<file path="config.mk">
export PLATFORM = sky130hd
export DESIGN_NAME = axil_reg_slave
export DESIGN_NICKNAME = d
export VERILOG_FILES = /design/src/rtl/axil_pkg.sv /design/src/rtl/axil_reg_decode.sv /design/src/rtl/axil_reg_slave.sv
export SDC_FILE = /design/constraint.sdc
export NUM_CORES = 2
export LEC_CHECK = 0
export ABC_AREA = 1
export CAP_MARGIN = 20
export CORE_AREA = 8 8 460 462
export DETAILED_ROUTE_END_ITERATION = 6
export DIE_AREA = 0 0 468 470
export MAX_ROUTING_LAYER = met4
export RECOVER_POWER = 100
export SETUP_SLACK_MARGIN = 0.02
export SKIP_LAST_GASP = 1
export SLEW_MARGIN = 10
export SYNTH_ARGS = -nofsm -noshare
export SYNTH_HDL_FRONTEND = slang
export SYNTH_SLANG_ARGS = --single-unit
</file>
<file path="constraint.sdc">
create_clock -name ACLK -period 2.2 [get_ports ACLK]
set_input_delay 0.22 -clock ACLK [delete_from_list [all_inputs] [get_ports ACLK]]
set_output_delay 0.22 -clock ACLK [all_outputs]
set_load 0.02 [all_outputs]
</file>
<file path="src/rtl/axil_pkg.sv">
// Shared definitions for the AXI-Lite register slave: response codes,
// FSM state encodings and the write/read response helper.
package axil_pkg;

  localparam logic [1:0] RESP_OKAY   = 2'b00;
  localparam logic [1:0] RESP_SLVERR = 2'b10;

  // Write channel: address and data beats may arrive in either order.
  typedef enum logic [1:0] {
    W_IDLE    = 2'd0,
    W_HAVE_AW = 2'd1,
    W_HAVE_W  = 2'd2,
    W_RESP    = 2'd3
  } wstate_t;

  // Read channel: one outstanding read at a time.
  typedef enum logic {
    R_IDLE = 1'b0,
    R_RESP = 1'b1
  } rstate_t;

  // A write is refused when it misses the register file or hits a
  // bus-read-only register.
  function automatic logic [1:0] wr_resp(input logic in_range, input logic ro);
    return (!in_range || ro) ? RESP_SLVERR : RESP_OKAY;
  endfunction

endpackage

</file>
<file path="src/rtl/axil_reg_decode.sv">
// Combinational address decoder: byte address -> register index,
// in-range flag and read-only flag. Sub-word address bits are ignored.
module axil_reg_decode
  import axil_pkg::*;
#(
  parameter int                  ADDR_WIDTH = 32,
  parameter int                  DATA_WIDTH = 32,
  parameter int                  NUM_REGS   = 16,
  parameter logic [NUM_REGS-1:0] RO_MASK    = '0
) (
  input  logic [ADDR_WIDTH-1:0]       addr,
  output logic [$clog2(NUM_REGS)-1:0] idx,
  output logic                        in_range,
  output logic                        ro
);

  localparam int IDX_W = $clog2(NUM_REGS);
  localparam int OFF   = $clog2(DATA_WIDTH / 8);
  localparam int TOP   = OFF + IDX_W;

  assign idx = addr[OFF +: IDX_W];

  // Any set bit above the register window means the access misses.
  generate
    if (ADDR_WIDTH > TOP) begin : g_hi
      assign in_range = ~|addr[ADDR_WIDTH-1:TOP];
    end else begin : g_no_hi
      assign in_range = 1'b1;
    end
  endgenerate

  assign ro = RO_MASK[idx];

  // Byte-lane bits within a register word carry no meaning here.
  logic unused_low;
  assign unused_low = ^addr[OFF-1:0];

endmodule

</file>
<file path="src/rtl/axil_reg_slave.sv">
// AXI4-Lite register file slave with per-byte strobes, bus-read-only
// registers, a hardware write port and a per-register write pulse.
module axil_reg_slave
  import axil_pkg::*;
#(
  parameter int                  ADDR_WIDTH = 32,
  parameter int                  DATA_WIDTH = 32,   // 32 or 64
  parameter int                  NUM_REGS   = 16,   // power of two, 2..256
  parameter logic [NUM_REGS-1:0] RO_MASK    = '0
) (
  input  logic                           ACLK,
  input  logic                           ARESETN,
  input  logic                           AWVALID,
  output logic                           AWREADY,
  input  logic [ADDR_WIDTH-1:0]          AWADDR,
  input  logic                           WVALID,
  output logic                           WREADY,
  input  logic [DATA_WIDTH-1:0]          WDATA,
  input  logic [DATA_WIDTH/8-1:0]        WSTRB,
  output logic                           BVALID,
  input  logic                           BREADY,
  output logic [1:0]                     BRESP,
  input  logic                           ARVALID,
  output logic                           ARREADY,
  input  logic [ADDR_WIDTH-1:0]          ARADDR,
  output logic                           RVALID,
  input  logic                           RREADY,
  output logic [DATA_WIDTH-1:0]          RDATA,
  output logic [1:0]                     RRESP,
  output logic [NUM_REGS*DATA_WIDTH-1:0] reg_q,
  output logic [NUM_REGS-1:0]            reg_wr,
  input  logic [NUM_REGS-1:0]            hw_we,
  input  logic [NUM_REGS*DATA_WIDTH-1:0] hw_wdata
);

  localparam int STRB_W = DATA_WIDTH / 8;
  localparam int IDX_W  = $clog2(NUM_REGS);

  // ---------------- write channel state ----------------
  wstate_t               wstate_reg;
  logic                  awready_reg;
  logic                  wready_reg;
  logic                  bvalid_reg;
  logic [1:0]            bresp_reg;
  logic [ADDR_WIDTH-1:0] awaddr_reg;
  logic [DATA_WIDTH-1:0] wdata_reg;
  logic [STRB_W-1:0]     wstrb_reg;

  // ---------------- read channel state ----------------
  rstate_t               rstate_reg;
  logic                  arready_reg;
  logic                  rvalid_reg;
  logic [1:0]            rresp_reg;
  logic [DATA_WIDTH-1:0] rdata_reg;

  // Current register contents, one word per register.
  logic [DATA_WIDTH-1:0] regs_arr [NUM_REGS];

  logic aw_hs;
  logic w_hs;
  logic ar_hs;
  logic wr_commit;
  logic wr_ok;

  assign aw_hs = AWVALID && awready_reg;
  assign w_hs  = WVALID  && wready_reg;
  assign ar_hs = ARVALID && arready_reg;

  // The beat completing a write may come straight off the bus this cycle,
  // so use live address/data when that channel handshakes, else the latch.
  logic [ADDR_WIDTH-1:0] wr_addr_eff;
  logic [DATA_WIDTH-1:0] wr_data_eff;
  logic [STRB_W-1:0]     wr_strb_eff;

  assign wr_addr_eff = aw_hs ? AWADDR : awaddr_reg;
  assign wr_data_eff = w_hs  ? WDATA  : wdata_reg;
  assign wr_strb_eff = w_hs  ? WSTRB  : wstrb_reg;

  // Both beats present on this edge: the register update happens now.
  assign wr_commit = ((wstate_reg == W_IDLE)    && aw_hs && w_hs) ||
                     ((wstate_reg == W_HAVE_AW) && w_hs)          ||
                     ((wstate_reg == W_HAVE_W)  && aw_hs);

  logic [IDX_W-1:0] wr_idx;
  logic             wr_in_range;
  logic             wr_ro;
  logic [IDX_W-1:0] rd_idx;
  logic             rd_in_range;
  logic             rd_ro_unused;

  axil_reg_decode #(
    .ADDR_WIDTH (ADDR_WIDTH),
    .DATA_WIDTH (DATA_WIDTH),
    .NUM_REGS   (NUM_REGS),
    .RO_MASK    (RO_MASK)
  ) u_wr_decode (
    .addr     (wr_addr_eff),
    .idx      (wr_idx),
    .in_range (wr_in_range),
    .ro       (wr_ro)
  );

  axil_reg_decode #(
    .ADDR_WIDTH (ADDR_WIDTH),
    .DATA_WIDTH (DATA_WIDTH),
    .NUM_REGS   (NUM_REGS),
    .RO_MASK    (RO_MASK)
  ) u_rd_decode (
    .addr     (ARADDR),
    .idx      (rd_idx),
    .in_range (rd_in_range),
    .ro       (rd_ro_unused)
  );

  assign wr_ok = wr_commit && wr_in_range && !wr_ro;

  // Write FSM: collect AW and W in any order, respond, then wait for BREADY.
  always_ff @(posedge ACLK) begin
    if (!ARESETN) begin
      wstate_reg  <= W_IDLE;
      awready_reg <= 1'b0;
      wready_reg  <= 1'b0;
      bvalid_reg  <= 1'b0;
      bresp_reg   <= RESP_OKAY;
      awaddr_reg  <= '0;
      wdata_reg   <= '0;
      wstrb_reg   <= '0;
    end else begin
      if (aw_hs) awaddr_reg <= AWADDR;
      if (w_hs) begin
        wdata_reg <= WDATA;
        wstrb_reg <= WSTRB;
      end
      case (wstate_reg)
        W_IDLE: begin
          awready_reg <= 1'b1;
          wready_reg  <= 1'b1;
          if (aw_hs && w_hs) begin
            wstate_reg  <= W_RESP;
            awready_reg <= 1'b0;
            wready_reg  <= 1'b0;
            bvalid_reg  <= 1'b1;
            bresp_reg   <= wr_resp(wr_in_range, wr_ro);
          end else if (aw_hs) begin
            wstate_reg  <= W_HAVE_AW;
            awready_reg <= 1'b0;
          end else if (w_hs) begin
            wstate_reg <= W_HAVE_W;
            wready_reg <= 1'b0;
          end
        end
        W_HAVE_AW: begin
          if (w_hs) begin
            wstate_reg <= W_RESP;
            wready_reg <= 1'b0;
            bvalid_reg <= 1'b1;
            bresp_reg  <= wr_resp(wr_in_range, wr_ro);
          end
        end
        W_HAVE_W: begin
          if (aw_hs) begin
            wstate_reg  <= W_RESP;
            awready_reg <= 1'b0;
            bvalid_reg  <= 1'b1;
            bresp_reg   <= wr_resp(wr_in_range, wr_ro);
          end
        end
        W_RESP: begin
          if (BREADY) begin
            wstate_reg  <= W_IDLE;
            bvalid_reg  <= 1'b0;
            awready_reg <= 1'b1;
            wready_reg  <= 1'b1;
          end
        end
        default: wstate_reg <= W_IDLE;
      endcase
    end
  end

  // Read FSM: capture data on the AR handshake, hold it until RREADY.
  always_ff @(posedge ACLK) begin
    if (!ARESETN) begin
      rstate_reg  <= R_IDLE;
      arready_reg <= 1'b0;
      rvalid_reg  <= 1'b0;
      rresp_reg   <= RESP_OKAY;
      rdata_reg   <= '0;
    end else begin
      case (rstate_reg)
        R_IDLE: begin
          arready_reg <= 1'b1;
          if (ar_hs) begin
            rstate_reg  <= R_RESP;
            arready_reg <= 1'b0;
            rvalid_reg  <= 1'b1;
            // Register array is sampled before any same-edge write lands.
            rdata_reg   <= rd_in_range ? regs_arr[rd_idx] : '0;
            rresp_reg   <= rd_in_range ? RESP_OKAY : RESP_SLVERR;
          end
        end
        R_RESP: begin
          if (RREADY) begin
            rstate_reg  <= R_IDLE;
            rvalid_reg  <= 1'b0;
            arready_reg <= 1'b1;
          end
        end
        default: rstate_reg <= R_IDLE;
      endcase
    end
  end

  // Register storage: bus bytes take priority over the hardware port.
  generate
    for (genvar gi = 0; gi < NUM_REGS; gi++) begin : g_reg
      logic [DATA_WIDTH-1:0] q_reg;
      logic                  wr_pulse_reg;
      logic                  hit;

      assign hit = wr_ok && (wr_idx == IDX_W'(gi));

      // Per-byte merge of bus write and hardware load; pulse on bus change.
      always_ff @(posedge ACLK) begin
        if (!ARESETN) begin
          q_reg        <= '0;
          wr_pulse_reg <= 1'b0;
        end else begin
          for (int b = 0; b < STRB_W; b++) begin
            if (hit && wr_strb_eff[b])
              q_reg[b*8 +: 8] <= wr_data_eff[b*8 +: 8];
            else if (hw_we[gi])
              q_reg[b*8 +: 8] <= hw_wdata[gi*DATA_WIDTH + b*8 +: 8];
          end
          wr_pulse_reg <= hit && (|wr_strb_eff);
        end
      end

      assign regs_arr[gi]                          = q_reg;
      assign reg_q[gi*DATA_WIDTH +: DATA_WIDTH]    = q_reg;
      assign reg_wr[gi]                            = wr_pulse_reg;
    end
  endgenerate

  assign AWREADY = awready_reg;
  assign WREADY  = wready_reg;
  assign BVALID  = bvalid_reg;
  assign BRESP   = bresp_reg;
  assign ARREADY = arready_reg;
  assign RVALID  = rvalid_reg;
  assign RDATA   = rdata_reg;
  assign RRESP   = rresp_reg;

endmodule

</file>
Word-level counts from Yosys, hierarchy flattened
Memory sizes are Yosys's and may differ from the RTL's.
Index checks and enable logic that the tools add are counted.
{"block": "word_totals", "mem_count": 1, "regBits": 640, "output_inout_bits": 569, "rom_bits": 16}
{"block": "classes", "order_cmp": 2, "bitwise": 2, "mux": 173, "n_reduce_logical": 190, "n_eq_ne": 25}
{"name": "(name not given)", "depth": 16, "word_bits": 1, "rd": 1, "rd_ports_with_merged_regs": 0, "wr": 0, "line": "axil_reg_decode.sv:32", "rtl": "assign ro = RO_MASK[idx];"}
{"op": "$mux 8", "count": 128}
{"op": "$mux 32", "count": 5}
{"op": "$bmux 32 s4", "count": 1}
{"op": "$reduce_bool 2->1", "count": 64}
{"op": "$logic_and 1x1->1", "count": 106}
{"op": "$reduce_or 26->1", "count": 2}
{"op": "$eq 4x4->1 const B", "count": 8}
{"op": "$mux 2", "count": 11}
{"op": "$mux 1", "count": 19}
{"op": "$eq 4x3->1 const B", "count": 4}
{"op": "$reduce_and 4->1", "count": 3}
{"op": "$ne 2x2->1 const B", "count": 5}
{"op": "$reduce_bool 3->1", "count": 3}
{"op": "$eq 4x2->1 const B", "count": 2}
{"op": "$pmux 2 s4", "count": 1}
{"op": "$pmux 1 s2", "count": 3}
{"op": "$pmux 1 s3", "count": 2}
{"op": "$pmux 2 s3", "count": 1}
{"op": "$reduce_and 3->1", "count": 2}
{"op": "$ge 5x5->1 const B", "count": 1}
{"op": "$lt 4x5->1 const B", "count": 1}
{"op": "$not 4->5", "count": 1}
{"op": "$eq 2x2->1 const B", "count": 2}
{"op": "$eq 4x1->1 const B", "count": 1}
{"op": "other kinds (12)", "count": 16}

Logic depth before layout (Yosys ltp)
{"block": "logic_depth", "ltp_word": 10, "depth_mapped": 17}

Cells and area by module
A second synthesis with hierarchy kept.
{"block": "hier_totals", "cells_unflattened": 6378, "area_unflattened_um2": 40532.6}
{"mod": "axil_reg_slave", "area_each_um2": 40252.4, "cells_each": 6316, "n_inst": 1}
{"mod": "axil_reg_decode", "area_each_um2": 140.1, "cells_each": 31, "n_inst": 2}

Worst setup path after synthesis
Ideal clock, no wire load.
{"block": "synth_path", "kind": "reg-to-reg", "startpoint": "register wready_reg (netlist: WREADY)", "endpoint": "register g_reg[2].q_reg[0]", "setup_ns": 0.132, "setup_slack_ns": -0.107, "period_less_slack_ns": 2.307, "arrival_ns": 2.174, "path_stages_with_launch": 12, "n_path_buf": 3, "cell_sequence": "dfxtp_1 nand2_1 inv_2 or2_2 o21ai_0 inv_4 buf_4 clkbuf_1 buf_1 nand4_1 nand2_1 a21oi_1"}
{"block": "synth_between", "elab_chain_len": 9, "word_cells_on_any_way": 13, "cone_classes": "3 x mux; 10 x reduce/logical"}
{"item": "start, declared", "line": "axil_reg_slave.sv:42", "rtl": "logic wready_reg;"}
{"item": "start signal, assigned", "line": "axil_reg_slave.sv:122", "rtl": "wready_reg <= 1'b0;"}
{"item": "start signal, assigned", "line": "axil_reg_slave.sv:137", "rtl": "wready_reg <= 1'b1;"}
{"item": "start signal, assigned", "line": "axil_reg_slave.sv:141", "rtl": "wready_reg <= 1'b0;"}
{"item": "$logic_and 1x1->1 (*)", "line": "axil_reg_slave.sv:66", "rtl": "assign w_hs = WVALID && wready_reg;"}
{"item": "$logic_and 1x1->1 (on tied branches)", "line": "axil_reg_slave.sv:80, axil_reg_slave.sv:81"}
{"item": "$logic_or 1x1->1", "line": "axil_reg_slave.sv:80", "rtl": "assign wr_commit = ((wstate_reg == W_IDLE) && aw_hs && w_hs) ||"}
{"item": "$logic_or 1x1->1", "line": "axil_reg_slave.sv:81", "rtl": "((wstate_reg == W_HAVE_AW) && w_hs) ||"}
{"item": "$logic_and 1x1->1 (2 in series)", "line": "axil_reg_slave.sv:115", "rtl": "assign wr_ok = wr_commit && wr_in_range && !wr_ro;"}
{"item": "$logic_and 1x1->1", "line": "axil_reg_slave.sv:221", "rtl": "assign hit = wr_ok && (wr_idx == IDX_W'(gi));"}
{"item": "$logic_and 1x1->1", "line": "axil_reg_slave.sv:230", "rtl": "if (hit && wr_strb_eff[b])"}
{"item": "$mux 8 or $reduce_bool 2->1 (tied branches)"}
{"item": "end signal, assigned by index", "line": "axil_reg_slave.sv:231", "rtl": "q_reg[b*8 +: 8] <= wr_data_eff[b*8 +: 8];"}
{"item": "end signal, assigned by index", "line": "axil_reg_slave.sv:233", "rtl": "q_reg[b*8 +: 8] <= hw_wdata[gi*DATA_WIDTH + b*8 +: 8];"}
{"item": "end, declared", "line": "axil_reg_slave.sv:217", "rtl": "logic [DATA_WIDTH-1:0] q_reg;"}
Every way passes the cells marked *; elsewhere a longest branch is shown, timed or not.
A chain may end at the register's enable or synchronous reset.

Final worst setup path
{"block": "layout_path", "startpoint": "register awready_reg (netlist: AWREADY)", "endpoint": "register g_reg[8].q_reg[28]"}
{"block": "layout_between", "elab_chain_len": 10, "word_cells_on_any_way": 19, "cone_classes": "1 x eq/ne; 3 x mux; 14 x reduce/logical; 1 x memory"}
{"item": "start, declared", "line": "axil_reg_slave.sv:41", "rtl": "logic awready_reg;"}
{"item": "start signal, assigned", "line": "axil_reg_slave.sv:121", "rtl": "awready_reg <= 1'b0;"}
{"item": "start signal, assigned", "line": "axil_reg_slave.sv:136", "rtl": "awready_reg <= 1'b1;"}
{"item": "start signal, assigned", "line": "axil_reg_slave.sv:140", "rtl": "awready_reg <= 1'b0;"}
{"item": "$logic_and 1x1->1 (*)", "line": "axil_reg_slave.sv:65", "rtl": "assign aw_hs = AWVALID && awready_reg;"}
{"item": "parallel branches: the longest is 6 deep, another holds $mem_v2 16x1"}
{"item": "$logic_and 1x1->1 (*)", "line": "axil_reg_slave.sv:221"}
{"item": "$logic_and 1x1->1 (*)", "line": "axil_reg_slave.sv:230"}
{"item": "$mux 8 or $reduce_bool 2->1 (tied branches)"}
{"item": "end signal, assigned by index", "line": "axil_reg_slave.sv:231"}
{"item": "end signal, assigned by index", "line": "axil_reg_slave.sv:233"}
{"item": "end, declared", "line": "axil_reg_slave.sv:217"}
Mark *: on every way between the ends. The select of a mux whose other input is x is not followed.

==> impl_summary.log <==
INFO  metric status = finished with violations
INFO  metric violations = DRC, setup timing
INFO  metric layout.cells.most_common_list = 2017 x sky130_fd_sc_hd__nand2_1, 1194 x sky130_fd_sc_hd__clkdlybuf4s50_1, 747 x sky130_fd_sc_hd__a21oi_1
INFO  metric netlist_instances = around 5700
INFO  metric path_max_fanout = 16
INFO  metric syn_avg_cell_area = 6.66 sq um
INFO  metric number_of_detailed_routing_iterations_run_before_antenna_repair = 7
INFO  metric drc_errors = 3
INFO  metric grt_start_max_net_pins = 65
INFO  metric clock-root-buffer = sky130_fd_sc_hd__clkbuf_16
INFO  metric min_path_type = input pin to flop
INFO  metric netlist_area = 37900 sq um
INFO  metric critPathLaunchType = flop
INFO  metric period_needed = 2600 ps
INFO  metric vdd_drop_max = about 0.54 mV
INFO  metric worst-endpoint-required = 2780 ps
INFO  metric fraction_of_layout_instances_using_a_drive_strength_above_1 = 15.9%
INFO  metric cts_made_buffers = 85
INFO  metric synth.lib_cells_used.distinct = 44
INFO  metric setup_viol_count_final = roughly 540
INFO  metric synth-edff-count = 0
INFO  metric maxCapViolCount = 0
INFO  metric period_share = 118%
INFO  metric io_buffers = between 1000 and 1500
INFO  metric die-height = roughly 470 um
INFO  metric clock_insertion_delay_at_the_later_pin_of_the_skew_report = 710 ps
INFO  metric nets = 7780
INFO  metric layout.cells.most_common = sky130_fd_sc_hd__nand2_1
INFO  metric synth-seq-cells = about 640
INFO  metric nFillCells = 21985
INFO  metric worst_slew_pin_slew = 978 ps
INFO  metric first_iter_violations = 6541
INFO  metric globalRouteOverflowTotal = 0
INFO  metric io_pins = 1204
INFO  metric fin_setup_tns = -146950 ps
INFO  metric worst_slew_margin_rel = 34.0%
INFO  metric hold_fix_buffer_count_after_cts = 0
INFO  metric final.setup_skew = 34.0 ps
INFO  metric routed-via-count = approximately 52000
INFO  metric wire_length_of_the_first_global_routing_pass = roughly 430 mm
INFO  metric detail_route.wl_per_cell = 33.3 um
INFO  metric seq_area_frac_synth = 33.6%
INFO  metric first_global_vias = about 48000
INFO  metric antenna_found_initial = 34
INFO  metric stdcell_count = about 9900
INFO  metric placedCellCount = 9647
INFO  metric route.final.wire_length = 329 mm
INFO  metric htreeDepth = 3
INFO  metric leakage = about 26 nW
INFO  metric post-layout-total-power = 49.1 mW
INFO  metric hold_slack = about 160 ps
INFO  metric final.setup.worst_slack = -400 ps
INFO  metric cts_tree = done
INFO  metric detailedPlacementHpwl = 261 mm
INFO  metric tot_gr_track_use = 28.7%
INFO  metric worstSetupEndpointType = flop
INFO  metric die_w = 468 um
INFO  metric yosys_warnings = 0
INFO  metric dp_worst_setup_slack = -896 ps
INFO  metric fmax = 0.385 GHz
INFO  metric power.density = 783 nW/um^2
INFO  metric largest_reg_flops = 512
INFO  metric rsz_0062_raised_after_global_routing = true
INFO  metric cts.sink_count = 636
INFO  metric cts.reportedPaths.clkPinSlew = 60 ps
INFO  metric worst-setup-path-type = flop to flop
INFO  metric report.final.hold_viol_count = 0
INFO  metric vias_per_cell = about 5.3
INFO  metric cp_data_arrival_time = 3180 ps
INFO  metric fp.dieArea = 220000 sq um
INFO  metric routabilityCongestion = 0.964
INFO  metric core_area = approximately 200000 sq um
INFO  metric cts_max_path_buffers = 3
INFO  metric ant_nets = 0
INFO  metric initial_standard_cell_utilization_of_the_core = 18.6%
INFO  metric fp-row-count = 166
INFO  metric slew_violations = 0
INFO  metric flow.area_growth_from_synthesis = 65.5%
INFO  metric synth_ff_type = sky130_fd_sc_hd__dfxtp_1
INFO  metric ys_async_sr_fraction = 0%
[metal layers]
metal  up-vias  routed length, um  GRT usage, %
li1      22685                  -             -
met3       685              29600          5.15
met4         0              26000          18.1
met2      3581             139000          42.0
met1     25191             135000          36.3
met5         -                  0             -
[worst max-delay path, cell delays in order (launching register included)]
cell and delay (ps):
sky130_fd_sc_hd__dfxtp_4 380, sky130_fd_sc_hd__nand2_8 120, sky130_fd_sc_hd__clkbuf_16 160, sky130_fd_sc_hd__buf_4 110
sky130_fd_sc_hd__nand2_1 40, sky130_fd_sc_hd__nand2_1 80, sky130_fd_sc_hd__nand2_1 70, sky130_fd_sc_hd__nor2_2 130
sky130_fd_sc_hd__nand2_1 70, sky130_fd_sc_hd__nor2_1 120, sky130_fd_sc_hd__nand2_2 80, sky130_fd_sc_hd__nor2_4 100
sky130_fd_sc_hd__buf_12 170, sky130_fd_sc_hd__buf_16 210, sky130_fd_sc_hd__buf_4 250, sky130_fd_sc_hd__nand4_1 90
sky130_fd_sc_hd__nand2_1 130, sky130_fd_sc_hd__a21oi_1 80
[layout make-up]
cell class	instances	area, sq um	area share (%)
diodes	13	32.5	0.0518
clock buffers	118	2480	3.96
clock inverters	34	427	0.680
inverters	77	330	0.526
multi-input cells	4411	23100	36.9
flip-flops and latches	636	12700	20.3
well taps	2688	3360	5.36
repair buffers	1926	20300	32.3
[path summary, 6_finish.rpt]
path	startpoint	to	slack, ps	cells past startpoint
max reg2reg	AWREADY	g_reg[8].q_reg[28]	-400	17
max	AWREADY	g_reg[8].q_reg[28]	-400	17
min reg2reg	BVALID	BVALID	440	2
min	AWADDR[27]	awaddr_reg[27]	160	3
[cell usage after synthesis (2+ instances only)]
master	instances	area (sq um)
sky130_fd_sc_hd__a32o_1	49	490
sky130_fd_sc_hd__buf_6	55	619
sky130_fd_sc_hd__clkbuf_1	403	1510
sky130_fd_sc_hd__nor4_1	6	37.5
sky130_fd_sc_hd__o21ai_0	7	35.0
sky130_fd_sc_hd__buf_2	33	165
sky130_fd_sc_hd__inv_2	5	18.8
sky130_fd_sc_hd__nor2_4	17	191
sky130_fd_sc_hd__o21ai_2	7	61.3
sky130_fd_sc_hd__o21ai_1	4	20.0
sky130_fd_sc_hd__nor2_1	102	383
sky130_fd_sc_hd__buf_12	5	100
sky130_fd_sc_hd__a31oi_1	2	12.5
sky130_fd_sc_hd__o21a_1	3	22.5
sky130_fd_sc_hd__ha_1	8	100
sky130_fd_sc_hd__o311ai_0	16	140
sky130_fd_sc_hd__mux2i_1	32	320
sky130_fd_sc_hd__or2_2	4	25.0
sky130_fd_sc_hd__buf_1	24	90.1
sky130_fd_sc_hd__nand4_4	50	1060
sky130_fd_sc_hd__or2_1	3	18.8
sky130_fd_sc_hd__nand4_1	514	3220
sky130_fd_sc_hd__a21oi_1	763	3820
sky130_fd_sc_hd__buf_4	83	623
sky130_fd_sc_hd__a22oi_1	64	480
sky130_fd_sc_hd__nand3_1	574	2870
sky130_fd_sc_hd__o211ai_1	50	375
sky130_fd_sc_hd__nand4_2	14	175
sky130_fd_sc_hd__nand2_1	2074	7780
sky130_fd_sc_hd__nand2_2	9	56.3
sky130_fd_sc_hd__dfxtp_1	636	12700
sky130_fd_sc_hd__inv_1	69	259
sky130_fd_sc_hd__clkinv_1	2	7.51
[kinds of logic after synthesis]
family	share of synthesized area, %
buffers and inverters	9.01
other	0.00989
multiplexers	0.845
adder cells (fa/ha/maj)	0.264
flip-flops	33.6
AND/OR/NAND/NOR	41.8
AO/OA/AOI/OAI	14.5
[stage by stage]
| stage | utilization (%) | area, sq um |
|---|---|---|
| global placement | 28.3 | 57800 |
| global route | 30.8 | 62800 |
| floorplan | - | 38000 |
| detailed placement | 28.3 | 57800 |
| CTS | 30.4 | 61900 |
| finish | 30.8 | 62800 |
[where the power goes]
group          switching (mW)  internal, mW  leakage [nW]
sequential               1.03          12.3          5.23
combinational            13.0          7.55          19.1
clock                    6.33          8.92          1.44
total                    20.4          28.8          25.7
[repair_timing]
item	in CTS	in global routing
gates resized for setup	80	123
endpoints found under the hold margin	0	0
gates cloned	27	19
buffers inserted	36	12
pin swaps	19	57
endpoints found under the setup margin	668	609
(Power assumes the default switching activity.)
